[src/rtl/cpu_mem_responder_pkg.sv]
// Shared types for the CPU memory responder: request size encoding,
// responder FSM states and the size-to-byte-count helper.
package pkg_cpu;

   typedef enum logic [1:0] {
      ReqDataSz8  = 2'd0,
      ReqDataSz16 = 2'd1,
      ReqDataSz32 = 2'd2,
      ReqDataSz48 = 2'd3
   } ReqDataSz;

   typedef enum logic [1:0] {
      ST_IDLE  = 2'd0,
      ST_ISSUE = 2'd1,
      ST_DRAIN = 2'd2
   } RespState;

   localparam int resp_max_bytes = 6;

   function automatic logic [2:0] req_size_to_nbytes(input ReqDataSz sz);
      logic [2:0] n;
      case (sz)
         ReqDataSz8:  n = 3'd1;
         ReqDataSz16: n = 3'd2;
         ReqDataSz32: n = 3'd4;
         default:     n = 3'd6;
      endcase
      return n;
   endfunction

endpackage

[src/rtl/cpu_mem_responder_if.sv]
// CPU-side request/response bundle between the CPU data port and the
// memory responder.
interface cpu_mem_responder_if #(
   parameter int BUS_W = 48
);
   logic             req_rd;
   logic             req_wr;
   logic [1:0]       req_size;
   logic [31:0]      req_addr;
   logic [BUS_W-1:0] req_wdata;
   logic             cpu_enable;
   logic [BUS_W-1:0] data_out;

   modport master (
      output req_rd, req_wr, req_size, req_addr, req_wdata,
      input  cpu_enable, data_out
   );

   modport slave (
      input  req_rd, req_wr, req_size, req_addr, req_wdata,
      output cpu_enable, data_out
   );
endinterface

[src/rtl/cpu_mem_responder.sv]
// Serialises CPU read/write requests into byte accesses on a byte-wide RAM,
// assembling read bytes little-endian and stalling the CPU while busy.
module cpu_mem_responder
   import pkg_cpu::*;
#(
   parameter int ADDR_W = 16,
   parameter int BUS_W  = 48
) (
   input  logic                clk,
   input  logic                rst,
   cpu_mem_responder_if.slave  cpu,
   output logic [ADDR_W-1:0]   mem_addr,
   output logic                mem_rd,
   output logic                mem_wr,
   output logic [7:0]          mem_wdata,
   input  logic [7:0]          mem_rdata,
   output logic                err_conflict
);

   RespState state, state_nxt;

   logic              req_vld;
   logic              req_take;
   logic [ADDR_W-1:0] addr_p0;
   logic [2:0]        nbytes_p0;
   logic [BUS_W-1:0]  wdata_p0;
   logic              op_rd_p0;
   logic [2:0]        idx;
   logic [2:0]        idx_inc;
   logic              last_issue;
   logic              vld_p1;
   logic [2:0]        cap;
   logic [BUS_W-1:0]  asm_p1;
   logic [BUS_W-1:0]  asm_nxt;
   logic              unused_ok;

   assign req_vld    = cpu.req_rd | cpu.req_wr;
   assign req_take   = (state == ST_IDLE) && req_vld;
   assign idx_inc    = idx + 3'd1;
   assign last_issue = (idx == (nbytes_p0 - 3'd1));
   assign unused_ok  = ^{cpu.req_addr[31:ADDR_W], wdata_p0[7:0]};

   // FSM: state register
   always_ff @(posedge clk) begin
      if (rst) state <= ST_IDLE;
      else     state <= state_nxt;
   end

   // FSM: next-state logic
   always_comb begin
      state_nxt = state;
      case (state)
         ST_IDLE:  if (req_vld) state_nxt = ST_ISSUE;
         ST_ISSUE: if (last_issue) state_nxt = op_rd_p0 ? ST_DRAIN : ST_IDLE;
         ST_DRAIN: state_nxt = ST_IDLE;
         default:  state_nxt = ST_IDLE;
      endcase
   end

   // FSM: outputs (CPU runs only while the responder is idle)
   always_comb begin
      cpu.cpu_enable = (state == ST_IDLE);
   end

   // Request latch, stage p0; held for the whole access
   always_ff @(posedge clk) begin
      if (req_take) begin
         addr_p0   <= cpu.req_addr[ADDR_W-1:0];
         nbytes_p0 <= req_size_to_nbytes(ReqDataSz'(cpu.req_size));
         wdata_p0  <= cpu.req_wdata;
         op_rd_p0  <= cpu.req_rd;
      end
   end

   // RAM strobes: byte 0 is issued straight from the request, later bytes
   // from the latched copy, so byte k appears in cycle C(k+1).
   always_ff @(posedge clk) begin
      if (rst) begin
         mem_addr  <= '0;
         mem_rd    <= 1'b0;
         mem_wr    <= 1'b0;
         mem_wdata <= '0;
         idx       <= '0;
      end else begin
         case (state)
            ST_IDLE: begin
               if (req_vld) begin
                  mem_addr  <= cpu.req_addr[ADDR_W-1:0];
                  mem_rd    <= cpu.req_rd;
                  mem_wr    <= ~cpu.req_rd;
                  mem_wdata <= cpu.req_wdata[7:0];
                  idx       <= '0;
               end
            end
            ST_ISSUE: begin
               if (last_issue) begin
                  mem_rd <= 1'b0;
                  mem_wr <= 1'b0;
               end else begin
                  idx       <= idx_inc;
                  mem_addr  <= addr_p0 + ADDR_W'(idx_inc);
                  mem_wdata <= wdata_p0[{idx_inc, 3'b000} +: 8];
               end
            end
            default: begin
               mem_rd <= 1'b0;
               mem_wr <= 1'b0;
            end
         endcase
      end
   end

   // Capture stage p1: RAM data arrives one cycle after mem_rd, so the
   // capture pointer trails the issue counter by one byte.
   always_ff @(posedge clk) begin
      if (rst) begin
         vld_p1 <= 1'b0;
         cap    <= '0;
      end else begin
         vld_p1 <= mem_rd;
         if (req_take)    cap <= '0;
         else if (vld_p1) cap <= cap + 3'd1;
      end
   end

   always_comb begin
      asm_nxt = asm_p1;
      if (vld_p1) asm_nxt[{cap, 3'b000} +: 8] = mem_rdata;
   end

   always_ff @(posedge clk) begin
      if (req_take) asm_p1 <= '0;
      else          asm_p1 <= asm_nxt;
   end

   // Result publish: data_out moves only when a read drains
   always_ff @(posedge clk) begin
      if (rst)                    cpu.data_out <= '0;
      else if (state == ST_DRAIN) cpu.data_out <= asm_nxt;
   end

   always_ff @(posedge clk) begin
      if (rst)                                   err_conflict <= 1'b0;
      else if (req_take && cpu.req_rd && cpu.req_wr) err_conflict <= 1'b1;
   end

endmodule

[src/flat_wrapper.sv]
// flat-port wrapper written by rule: the top's interface ports become plain ports
module cpu_mem_responder_flat import pkg_cpu::*;
#(
   parameter int ADDR_W = 16,
   parameter int BUS_W  = 48
)
  (clk, rst, mem_addr, mem_rd, mem_wr, mem_wdata, mem_rdata, err_conflict, cpu_req_rd, cpu_req_wr, cpu_req_size, cpu_req_addr, cpu_req_wdata, cpu_cpu_enable, cpu_data_out);
  cpu_mem_responder_if #(.BUS_W(BUS_W)) cpu_i ();
  input  logic clk;
  input  logic rst;
  output logic [ADDR_W-1:0] mem_addr;
  output logic mem_rd;
  output logic mem_wr;
  output logic [7:0] mem_wdata;
  input  logic [7:0] mem_rdata;
  output logic err_conflict;
  input wire logic [$bits(cpu_i.req_rd)-1:0] cpu_req_rd;
  input wire logic [$bits(cpu_i.req_wr)-1:0] cpu_req_wr;
  input wire logic [$bits(cpu_i.req_size)-1:0] cpu_req_size;
  input wire logic [$bits(cpu_i.req_addr)-1:0] cpu_req_addr;
  input wire logic [$bits(cpu_i.req_wdata)-1:0] cpu_req_wdata;
  output wire logic [$bits(cpu_i.cpu_enable)-1:0] cpu_cpu_enable;
  output wire logic [$bits(cpu_i.data_out)-1:0] cpu_data_out;
  assign cpu_i.req_rd = cpu_req_rd;
  assign cpu_i.req_wr = cpu_req_wr;
  assign cpu_i.req_size = cpu_req_size;
  assign cpu_i.req_addr = cpu_req_addr;
  assign cpu_i.req_wdata = cpu_req_wdata;
  assign cpu_cpu_enable = cpu_i.cpu_enable;
  assign cpu_data_out = cpu_i.data_out;
  cpu_mem_responder #(.ADDR_W(ADDR_W), .BUS_W(BUS_W)) u_core (.clk(clk), .rst(rst), .cpu(cpu_i), .mem_addr(mem_addr), .mem_rd(mem_rd), .mem_wr(mem_wr), .mem_wdata(mem_wdata), .mem_rdata(mem_rdata), .err_conflict(err_conflict));
endmodule
[config.mk]
export PLATFORM = sky130hd
export DESIGN_NAME = cpu_mem_responder_flat
export DESIGN_NICKNAME = d
export VERILOG_FILES = /design/src/rtl/cpu_mem_responder_pkg.sv /design/src/rtl/cpu_mem_responder_if.sv /design/src/rtl/cpu_mem_responder.sv /design/src/flat_wrapper.sv
export SDC_FILE = /design/constraint.sdc
export NUM_CORES = 1
export LEC_CHECK = 0
export CAP_MARGIN = 20
export CORE_ASPECT_RATIO = 1.2
export CORE_MARGIN = 2
export CORE_UTILIZATION = 50
export DETAILED_ROUTE_END_ITERATION = 7
export PLACE_DENSITY_LB_ADDON = 0.1
export RECOVER_POWER = 25
export SETUP_SLACK_MARGIN = 0.1
export SYNTH_ARGS = -nofsm -noshare
export SYNTH_HDL_FRONTEND = slang
export SYNTH_SLANG_ARGS = --single-unit
export TNS_END_PERCENT = 100
[constraint.sdc]
create_clock -name clk -period 5.05 [get_ports clk]
set_clock_uncertainty 0.05 [all_clocks]
set_input_delay 1.01 -clock clk [delete_from_list [all_inputs] [get_ports clk]]
set_output_delay 1.01 -clock clk [all_outputs]
set_load 0.05 [all_outputs]
# Word-level counts from Yosys, hierarchy flattened
# Index checks and enable logic that the tools add are counted.
[word_totals]
reg_bits = 200
word_cells = 63
inputBits = 94
output_inout_bits = 76
[op_classes]
eq_ne = 8
n_mux = 21
shift = 3
bitwise_logic = 2
reduce_logical = 9
n_addsub = 5
[ops]
columns = ["operator", "count"]
rows = [
  ["bitwise mux 48 bit", 1],
  ["two-way mux 48 bit", 1],
  ["variable shift 8 x 8 -> 48 bit, first input constant", 1],
  ["indexed part select 48 x 7 -> 8 bit", 1],
  ["indexed part select 8 x 8 -> 48 bit", 1],
  ["two-way mux 16 bit", 2],
  ["case mux 16 bit (2 select lines)", 1],
  ["adder 16 x 3 -> 16 bit", 1],
  ["two-way mux 8 bit", 2],
  ["case mux 8 bit (2 select lines)", 1],
  ["case mux 3 bit (3 select lines)", 1],
  ["negator 6 -> 8 bit", 1],
  ["adder 3 x 1 -> 3 bit, second input constant", 2],
  ["two-way mux 2 bit", 3],
  ["two-way mux 3 bit", 2],
  ["case mux 3 bit (2 select lines)", 1],
  ["== test 2 x 1 -> 1 bit, second input constant", 2],
  ["== test 2 bit, second input constant", 2],
  ["zero test 2 bit", 2],
  ["!= test 2 x 1 -> 1 bit, second input constant", 2],
  ["case mux 1 bit (2 select lines)", 2],
  ["case mux 2 bit (2 select lines)", 1],
  ["== test 3 bit", 1],
  ["logical AND 1 bit", 3],
  ["9 further kinds", 11],
]

# Logic depth before layout (Yosys ltp)
# Gate-level depths: netlist (run 1).
[depth]
word_depth = 4
ltp_mapped = 11
mapped_depth_nobuf = 9

# Worst setup path before layout (run 1)
# Ideal clock, no wire load.
[synth_path]
path_type = "register to register"
from = "register u_core.state[0]"
to = "register u_core.addr_p0[0], enable pin"
t_required_ps = 4541
path_buffers = 1
arrival_time_ps = 3733
setup_ps = 459
path_stages_with_launch = 5
path_slack_ps = 808
synth_period_minus_slack_ps = 4242
path_cell_list = "dfxtp_1 nor2_1 o21ai_0 inv_2 buf_1"
[synth_between]
elab_chain_cells = 2
[synth_rtl]
columns = ["item", "line", "text"]
rows = [
  ["from (decl)", "cpu_mem_responder.sv:20", "RespState state, state_nxt;"],
  ["from (signal assigned)", "cpu_mem_responder.sv:46", "else state <= state_nxt;"],
  ["zero test 2 bit", "-", ""],
  ["via cpu_cpu_enable", "flat_wrapper.sv:22", "output wire logic [$bits(cpu_i.cpu_enable)-1:0] cpu_cpu_enable;"],
  ["logical AND 1 bit", "cpu_mem_responder.sv:38", "assign req_take = (state == ST_IDLE) && req_vld;"],
  ["via u_core.req_take", "cpu_mem_responder.sv:23", "logic req_take;"],
  ["to (signal assigned)", "cpu_mem_responder.sv:68", "addr_p0 <= cpu.req_addr[ADDR_W-1:0];"],
  ["to (decl)", "cpu_mem_responder.sv:24", "logic [ADDR_W-1:0] addr_p0;"],
]
# The timed path passes the listed nets, and every way through them passes these cells.
# A chain may end at the register's enable or synchronous reset.

==> flow_metrics.env, run 1 <==
export IMPL_finalHoldViolCount=0
export IMPL_grt_pass1_wl_um=29000
export IMPL_met3_usage_pct=4.69
export IMPL_fin_crit_sh_pct=68.2
export IMPL_final_common_cell="dfxtp_1"
export IMPL_p_per_area_nw_per_um2=377
export IMPL_violations="max-capacitance violations, max-slew violations"
export IMPL_synth_seq_area_share_pct=60.1
export IMPL_top_usage_layer="met2"
export IMPL_dr_total_vias=5657
export IMPL_die_w_um=118
export IMPL_critical_path_required_ns=5.33
export IMPL_gp_congestion=0.822
export IMPL_start_kind="input pin"
export IMPL_cts_resized=0
export IMPL_cts_buffers=17
export IMPL_syn_inst=692
export IMPL_hold_ws_ns=0.406
export IMPL_fillers=1220
export IMPL_htreeDepth=4
export IMPL_cts_setup_buffers=0
export IMPL_synth_edf_count=68
export IMPL_synth_flop_cell="dfxtp_1"
export IMPL_fin_crit_ns=3.44
export IMPL_critical_path_endpoint_type="flip-flop"
export IMPL_multi_input_area_um2=2860
export IMPL_grt_max_degree=55
export IMPL_postSynthAreaPerCell_um2=11.3
export IMPL_cp_buffers_inverters=2
export IMPL_clock_sinks=200
export IMPL_path_max_fanout=37
export IMPL_grtUsageMet2_pct=39.7
export IMPL_cp_slowest_cell="clkbuf_1"
export IMPL_worstPathArrival_ns=3.73
export IMPL_hold_buffers=0
export IMPL_clockBufferDepth=2
export IMPL_clockRootBuffer="clkbuf_16"
export IMPL_fp_row_count=50
export IMPL_drc=0
export IMPL_critPathMaxStageDelay_ns=1.37
export IMPL_dr_pass1_iters=4
export IMPL_grt_use_met1_pct=25.2
export IMPL_worstMarginPinSlew_ns=1.95
export IMPL_yosys_cell_types_count=52
export IMPL_core_um2=15500
export IMPL_layout_common_cells="132 x dfxtp_1, 128 x nor2_1, 85 x clkdlybuf4s50_1, 68 x edfxtp_1, 67 x dlygate4sd3_1"
export IMPL_placed_cell_area_um2=9450
export IMPL_ys_ff_latch=200
export IMPL_critPathKind="in -> reg"
export IMPL_path_clk_slew_ns=0.07
export IMPL_die_area_um2=16600
export IMPL_antenna_found_initial=1
export IMPL_ir_drop_mv=0.214
export IMPL_drtIter0Drc=287
export IMPL_clock_latency_ns=0.44
export IMPL_p_leak_nw=3.62
export IMPL_grt_use_total_pct=22.1
export IMPL_synth_nets=796
export IMPL_pin_count=170
export IMPL_critPathTopFamily="buffers and inverters"
export IMPL_vias_per_cell=5.40
export IMPL_crit_path_cell_trace="clkbuf_1 -> clkinv_1 -> and4_1 -> a31o_2"
export IMPL_syn_area_um2=7790
export IMPL_wire_per_inst_um=17.0
export IMPL_drive_gt1_share_pct=7.28
export IMPL_grt_pass1_vias=5770
export IMPL_cap_violations=1
export IMPL_max_slew_margin_pct=-29.8
export IMPL_tritoncts="done"
export IMPL_fp_dieH_um=141
export IMPL_drt_wl_total_um=17800
export IMPL_port_buffers=153
export IMPL_final_nets=929
export IMPL_fin_setup_tns_ns=0
export IMPL_status="finished, violations left"
export IMPL_seq_area_um2=4680
export IMPL_start_util_pct=50.4
export IMPL_grt_overflow=0
export IMPL_drv_slew=38
export IMPL_hold_class="reg -> reg"
export IMPL_synth_async_reset_ratio_pct=0
export IMPL_area_delta_synth_final_pct=28.7
export IMPL_finish_instance_area_um2=10000
export IMPL_max_clock_freq_ghz=0.290
export IMPL_ant_nets=0
export IMPL_synth_warnings=0
export IMPL_rsz0062_at_grt="no"
export IMPL_dp_hpwl_um=12100
export IMPL_setup_viol=0
## sequential cells by signal, summed over array words and instances (netlist names)
| name | cells |
|---|---|
| u_core.asm_p1 | 48 |
| u_core.cpu.data_out | 48 |
| u_core.wdata_p0 | 48 |
| u_core.addr_p0 | 16 |
| u_core.mem_addr | 16 |
| u_core.mem_wdata | 8 |
| u_core.cap | 3 |
| u_core.idx | 3 |
| u_core.nbytes_p0 | 3 |
| u_core.state | 2 |
| u_core.err_conflict | 1 |
| u_core.mem_rd | 1 |
| u_core.mem_wr | 1 |
| u_core.op_rd_p0 | 1 |
| u_core.vld_p1 | 1 |
## power by group
| group | internal [mW] | switching, mW | total (mW) | leakage (nW) |
|---|---|---|---|---|
| Clock | 0.739 | 0.627 | 1.37 | 0.300 |
| Combinational | 0.222 | 0.372 | 0.594 | 1.58 |
| Sequential | 1.77 | 0.0473 | 1.82 | 1.74 |
| Total | 2.74 | 1.05 | 3.78 | 3.62 |
## synth_stat cells (2+ instances only)
master,instances,area (µm²)
a2111oi_0,2,17.5
clkbuf_1,34,128
nor2_2,2,12.5
nand4_1,5,31.3
nor4_1,3,18.8
nand3_1,11,55.1
nor2b_1,7,43.8
ha_1,9,113
o211ai_1,18,135
nand4b_1,2,17.5
o31ai_1,2,15.0
buf_2,6,30.0
and4_1,2,17.5
dfxtp_1,132,2640
buf_1,3,11.3
mux2i_1,50,500
a211oi_1,55,413
nand2b_1,2,12.5
xor2_1,3,26.3
a31o_2,4,35.0
a21oi_1,30,150
o21ai_0,8,40.0
nor2_1,128,480
mux4_2,8,180
a21o_1,3,22.5
xnor2_1,12,105
nand2_1,34,128
nor3_1,8,40.0
a211o_1,6,52.6
buf_6,2,22.5
inv_1,13,48.8
edfxtp_1,68,2040
## area by class of cell
| type | count | share of cell area [%] |
|---|---|---|
| multi-input combinational | 430 | 28.5 |
| timing repair buffer | 161 | 15.8 |
| clock inverter | 12 | 1.26 |
| tap | 208 | 2.59 |
| inverter | 15 | 0.574 |
| sequential | 200 | 46.7 |
| clock buffer | 20 | 4.65 |
| antenna | 1 | 0.0249 |
## per-layer routing
| metal | routed length [µm] | part of all wire [%] |
|---|---|---|
| met1 | 7320 | 41 |
| met2 | 9200 | 52 |
| met3 | 799 | 4.5 |
| met4 | 485 | 2.7 |
| met5 | 0 | 0 |
## worst register-to-register path: stages (launching register included)
cell,delay (ns)
dfxtp_1,0.34
ha_1,0.23
xnor2_1,0.78
inv_1,0.10
ha_1,0.39
nand2b_1,0.13
a21o_1,0.21
or4_1,0.51
a311o_1,0.32
a21oi_1,0.12
## cell families after synthesis
group           after synthesis  synth area share [%]
flops                       200                  60.1
compound gates              138                  12.7
xor+xnor                     16                  1.99
fa+ha+maj                    10                  1.70
mux                          58                  8.73
simple gates                208                  11.3
buf+inv                      62                  3.47
## path summary, 6_finish.rpt
check / slack, ns / from / cells past startpoint / endpoint
setup / recovery: 1.61 / rst / 4 / u_core.mem_addr[15]
hold / removal: 0.41 / u_core.mem_wdata[4] / 2 / u_core.mem_wdata[4]
setup reg to reg: 1.78 / u_core.idx[1] / 9 / u_core.mem_addr[12]
hold reg to reg: 0.41 / u_core.mem_wdata[4] / 2 / u_core.mem_wdata[4]
## per-stage QoR
stage / power (mW) / worst slack, ns / util (%) / std cells
global placement: 2.45 / 1.79 / 61.1 / 1014
global route: 3.92 / 1.38 / 64.9 / 1047
floorplan: 2.25 / 0.808 / - / 692
finish: 3.78 / 1.61 / 64.9 / 1047
CTS: 3.82 / 1.78 / 65.0 / 1046
detailed placement: 2.47 / 1.79 / 61.1 / 1014
No activity file was read; power rests on OpenSTA's default activity.
==> run 2, diff against run 1 <==
- CORE_UTILIZATION: 50 -> 46
- clock period: 5.05 -> 3.1 ns (I/O delays scaled with it)
==> run 2 against run 1 <==
  * The run still ends with max-capacitance violations, max-slew violations left
  * Worst setup slack worse by 1.3 ns
  * Critical path depth up 4
  * Critical path type is now reg -> reg
  * Clock power is 61% higher
  * Cell area up 0.70%
  * Flip-flop and latch count stayed put
  * Register-to-register slack got worse by 1.5 ns
  * Combinational power rose by 65%
  * Hold slack hardly changed
  * Count of clock-buffer cells in the layout did not move
  * Global-route usage fell by 1.2 points
==> flow_metrics.env, run 2 (same netlist as run 1, synthesis figures left out) <==
export IMPL_ant_nets=0
export IMPL_grt_pass1_vias=5879
export IMPL_critPathKind="reg -> reg"
export IMPL_start_kind="flip-flop"
export IMPL_hold_class="reg -> reg"
export IMPL_grtUsageMet2_pct=37.5
export IMPL_dp_hpwl_um=12200
export IMPL_drv_slew=107
export IMPL_swShare_pct=27.1
export IMPL_r2r_cells=8
export IMPL_dr_total_vias=5598
export IMPL_hold_depth=2
export IMPL_max_clock_freq_ghz=0.357
export IMPL_vias_per_cell=5.27
export IMPL_cts_buffers=17
export IMPL_placed_cells=1029
export IMPL_core_um2=16700
export IMPL_finalHoldViolCount=0
export IMPL_fin_setup_tns_ns=0
export IMPL_die_w_um=123
export IMPL_final_common_cell="dfxtp_1"
export IMPL_die_area_um2=18000
export IMPL_p_comb_share_pct=15.9
export IMPL_path_max_fanout=11
export IMPL_seq_power_share_pct=48.3
export IMPL_grt_overflow=0
export IMPL_htreeDepth=4
export IMPL_drtIter0Drc=219
export IMPL_top_usage_layer="met2"
export IMPL_critical_path_required_ns=3.27
export IMPL_fp_row_count=52
export IMPL_worst_r2r_endpoint="u_core.cpu.data_out[36]"
export IMPL_drc=0
export IMPL_stdcell_count=1063
export IMPL_clkPwrFrac_pct=35.8
export IMPL_status="finished, violations left"
export IMPL_crit_path_cell_trace="inv_1 -> ha_1 -> ha_1 -> nor2b_1 -> o211ai_1 -> nor2_2 -> mux2i_1 -> a211oi_1"
export IMPL_fin_crit_ns=2.80
export IMPL_port_buffers=153
export IMPL_worstPathArrival_ns=2.97
export IMPL_grt_use_total_pct=20.9
export IMPL_grt_use_met1_pct=24.0
export IMPL_start_util_pct=46.6
export IMPL_crit_top_cell="ha_1"
export IMPL_hold_buffers=0
export IMPL_cts_resized=0
export IMPL_layout_common_cells="132 x dfxtp_1, 128 x nor2_1, 85 x clkdlybuf4s50_1, 68 x edfxtp_1, 67 x dlygate4sd3_1"
export IMPL_p_sw_mw=1.67
export IMPL_fp_dieH_um=147
export IMPL_cap_violations=2
export IMPL_cts_setup_buffers=0
export IMPL_clockRootBuffer="clkbuf_16"
export IMPL_r2r_start="u_core.cap[0]"
export IMPL_met3_usage_pct=5.31
export IMPL_antenna_found_initial=3
export IMPL_drive_gt1_share_pct=7.70
export IMPL_wire_per_inst_um=16.9
export IMPL_grt_pass1_wl_um=29300
export IMPL_clock_latency_ns=0.42
export IMPL_critical_path_endpoint_type="flip-flop"
export IMPL_max_slew_margin_pct=-34.7
export IMPL_final_nets=936
export IMPL_p_leak_nw=3.65
export IMPL_fin_crit_sh_pct=90.5
export IMPL_dr_pass1_iters=5
export IMPL_p_per_area_nw_per_um2=609
export IMPL_drt_wl_total_um=17900
export IMPL_tritoncts="done"
export IMPL_ir_drop_mv=0.391
export IMPL_grt_max_degree=97
export IMPL_gp_congestion=0.835
export IMPL_area_delta_synth_final_pct=29.6
export IMPL_cp_slowest_cell="dfxtp_1"
export IMPL_critPathMaxStageDelay_ns=0.55
export IMPL_path_clk_slew_ns=0.07
export IMPL_worst_hold_path_endpoint="u_core.mem_addr[9]"
export IMPL_clock_sinks=200
export IMPL_setup_viol=0
export IMPL_clockBufferDepth=2
export IMPL_worstHoldStart="u_core.mem_addr[9]"
export IMPL_rsz0062_at_grt="no"
export IMPL_violations="max-capacitance violations, max-slew violations"
export IMPL_top_regs="u_core.asm_p1 (48), u_core.cpu.data_out (48), u_core.wdata_p0 (48)"
export IMPL_p_int_mw=4.49
export IMPL_pin_count=170
export IMPL_worstMarginPinSlew_ns=2.02
export IMPL_rrSetupSlack_ns=0.30
==> run 2: cell types whose count changed in the layout (fill, tap and decap cells not counted), sizes merged <==
cell / change
diode: +2
clkinv: +1
buf: +6
inv: -1
clkbuf: +1
clkinvlp: -1
==> run 2: power by group through the flow <==
stage               clock (mW)  combinational, mW  sequential, mW
floorplan                    0              0.454            3.21
global placement             0              0.999            3.02
detailed placement           0               1.02            3.03
CTS                       2.25               1.02            2.97
global route              2.37               1.06            2.99
finish                    2.20              0.982            2.97
==> run 2: cell type report <==
cell class / count / area, µm²
Fill cell: 1418 / 6620
Inverter: 15 / 58.8
Tap cell: 216 / 270
Clock inverter: 11 / 105
Sequential cell: 200 / 4680
Multi-Input combinational cell: 430 / 2860
Timing Repair Buffer: 168 / 1640
Clock buffer: 20 / 479
Antenna cell: 3 / 7.51
==> run 2: worst max-delay path, delay by kind of cell (launching register included) <==
| kind | cells | cell delay (ns) |
|---|---|---|
| AOI/OAI and AO/OA | 2 | 0.27 |
| adders and majority gates | 2 | 0.54 |
| and+or+nand+nor | 2 | 0.77 |
| buffers and inverters | 1 | 0.08 |
| muxes | 1 | 0.34 |
| DFF | 1 | 0.55 |
==> run 2: per-stage QoR <==
step	hold slack (ns)	util [%]	worst slack [ns]	total power [mW]	instance area, µm²
2_1_floorplan	0.397	-	0.277	3.67	7800
3_3_place_gp	0.394	57.0	0.483	4.02	9530
3_5_place_dp	0.397	57.0	0.373	4.04	9530
4_1_cts	0.408	60.5	0.351	6.24	10100
5_1_grt	0.423	60.4	0.0918	6.42	10100
6_report	0.406	60.4	0.295	6.16	10100
==> run 2: how the worst max path moves through the flow <==
stage                               to  cells past startpoint  slack [ns]          start
6_report       u_core.cpu.data_out[36]                      8        0.30  u_core.cap[0]
3_3_place_gp   u_core.cpu.data_out[36]                      8        0.48  u_core.cap[0]
5_1_grt        u_core.cpu.data_out[36]                      8        0.09  u_core.cap[0]
2_1_floorplan      u_core.mem_addr[12]                      9        0.28  u_core.idx[0]
4_1_cts        u_core.cpu.data_out[36]                      8        0.35  u_core.cap[0]
3_5_place_dp   u_core.cpu.data_out[36]                      8        0.37  u_core.cap[0]
==> run 2: layer usage <==
metal / share of wire (%) / routed length (µm)
met1: 41 / 7320
met2: 53 / 9410
met3: 5.3 / 948
met4: 1.3 / 231
met5: 0 / 0
==> run 3, diff against run 2 <==
- CELL_PAD_IN_SITES_DETAIL_PLACEMENT: default -> 2
- CELL_PAD_IN_SITES_GLOBAL_PLACEMENT: default -> 2
- CORE_UTILIZATION: 46 -> 35
- HOLD_SLACK_MARGIN: default -> 0.08
- clock period: 3.1 -> 3.3 ns (I/O delays scaled with it)
==> run 3 against run 2 <==
  * Routed wire length rose by 28%
  * First-iteration DRC count rose by 5.0%
  * Via count rose by 3.7%
  * The flow now finishes without violations
  * Critical path depth did not move
  * Global-route usage fell by 1.0 points
  * Non-clock buffer count fell by 1
  * Count of clock-buffer cells in the layout fell by 2
  * Flip-flop and latch count did not move
  * Final cell count rose by 5.4%
  * Clock power fell by 6%
  * Cell area rose by 0.37%
  * Core utilization fell by 14 points
==> flow_metrics.env, run 3 (same netlist as run 1, synthesis figures left out) <==
export IMPL_core_um2=21800
export IMPL_wire_per_inst_um=20.5
export IMPL_layout_common_cells="132 x dfxtp_1, 128 x nor2_1, 84 x clkdlybuf4s50_1, 68 x dlygate4sd3_1, 68 x edfxtp_1"
export IMPL_finalHoldViolCount=0
export IMPL_finish_instance_area_um2=10100
export IMPL_top_regs="u_core.asm_p1 (48), u_core.cpu.data_out (48), u_core.wdata_p0 (48)"
export IMPL_drtIter0Drc=230
export IMPL_drive_gt1_share_pct=7.83
export IMPL_hold_buffers=0
export IMPL_fp_dieH_um=167
export IMPL_status="completed"
export IMPL_worstPathArrival_ns=3.15
export IMPL_clockBufferDepth=2
export IMPL_fin_crit_ns=2.87
export IMPL_grt_max_degree=97
export IMPL_grt_pass1_wl_um=36400
export IMPL_path_clk_slew_ns=0.08
export IMPL_max_slew_margin_pct=7.61
export IMPL_hold_class="reg -> reg"
export IMPL_hold_ws_ns=0.415
export IMPL_critPathKind="reg -> reg"
export IMPL_fin_setup_tns_ns=0
export IMPL_p_leak_nw=3.63
export IMPL_cts_setup_buffers=0
export IMPL_dp_hpwl_um=15600
export IMPL_vias_per_cell=5.18
export IMPL_dr_total_vias=5805
export IMPL_antenna_found_initial=1
export IMPL_path_max_fanout=5
export IMPL_grt_overflow=0
export IMPL_gp_congestion=0.782
export IMPL_critical_path_endpoint_type="flip-flop"
export IMPL_die_w_um=140
export IMPL_max_clock_freq_ghz=0.349
export IMPL_fin_crit_sh_pct=86.9
export IMPL_cap_violations=0
export IMPL_drt_wl_total_um=22900
export IMPL_cts_resized=0
export IMPL_port_buffers=153
export IMPL_die_area_um2=23500
export IMPL_drv_slew=0
export IMPL_grt_use_total_pct=19.9
export IMPL_area_delta_synth_final_pct=30.1
export IMPL_start_util_pct=35.8
export IMPL_dr_pass1_iters=4
export IMPL_final_nets=935
export IMPL_drc=0
export IMPL_clock_sinks=200
export IMPL_critical_path_required_ns=3.58
export IMPL_ir_drop_mv=0.345
export IMPL_grt_pass1_vias=6559
export IMPL_start_kind="flip-flop"
export IMPL_p_per_area_nw_per_um2=572
export IMPL_clock_latency_ns=0.43
export IMPL_placed_cell_area_um2=9590
export IMPL_pin_count=170
export IMPL_fp_row_count=59
export IMPL_ant_nets=0
export IMPL_cts_buffers=17
export IMPL_htreeDepth=4
export IMPL_fillers=2186
export IMPL_final_common_cell="dfxtp_1"
export IMPL_rsz0062_at_grt="no"
export IMPL_worstMarginPinSlew_ns=1.39
export IMPL_tritoncts="done"
export IMPL_clockRootBuffer="clkbuf_16"
export IMPL_setup_viol=0
==> run 3: cell count changes in the layout (fill, tap and decap cells not counted), sizes merged <==
cell	delta
buf	-2
bufinv	-1
clkbuf	-1
clkdlybuf4s50	-1
clkinv	+2
clkinvlp	+1
dlygate4sd3	+1
==> run 3: final cells by class <==
type	count	area [µm²]	area share, %
flip-flops and latches	200	4680	46.2
multi-input cells	430	2860	28.2
repair buffers	167	1620	16.0
clock buffers	18	439	4.33
well taps	274	343	3.38
clock inverters	13	133	1.31
inverters	15	58.8	0.580
diodes	3	7.51	0.0740
==> run 3: per-stage QoR <==
step / power, mW / utilization, % / instances / setup WS, ns
finish: 5.80 / 46.6 / 1120 / 0.432
CTS: 5.91 / 46.6 / 1117 / 0.381
global route: 6.06 / 46.6 / 1119 / 0.206
detailed placement: 3.83 / 44.0 / 1086 / 0.389
floorplan: 3.44 / - / 692 / 0.238
global placement: 3.79 / 44.0 / 1086 / 0.458
==> run 3: worst paths after layout <==
path	slack, ns	start	endpoint	cells after the start
hold reg to reg	0.41	u_core.mem_addr[9]	u_core.mem_addr[9]	2
setup / recovery	0.43	u_core.idx[0]	u_core.mem_addr[10]	8
hold / removal	0.41	u_core.mem_addr[9]	u_core.mem_addr[9]	2
setup reg to reg	0.43	u_core.idx[0]	u_core.mem_addr[10]	8
==> run 3: layer usage <==
metal,wire length (µm),share of wire (%),GRT usage [%],up-vias
met2,12700,55,38.0,110
met5,0,0,0,-
met3,789,3.4,4.18,17
met4,233,1.0,4.87,0
met1,9190,40,22.4,2917
li1,-,-,-,2761
==> run 3: where the power goes <==
group          total, mW  internal (mW)  switching, mW
combinational      0.948          0.346          0.602
sequential          2.80           2.72         0.0807
clock               2.06           1.02           1.03
==> run 3: worst max-delay path, stage by stage (launching register included) <==
cell and delay, ns:
dfxtp_1 0.34, ha_1 0.43, inv_1 0.10, fa_1 0.44, nand2b_1 0.23, a2111oi_0 0.66
xnor2_1 0.19, a211oi_1 0.09, a31o_2 0.24
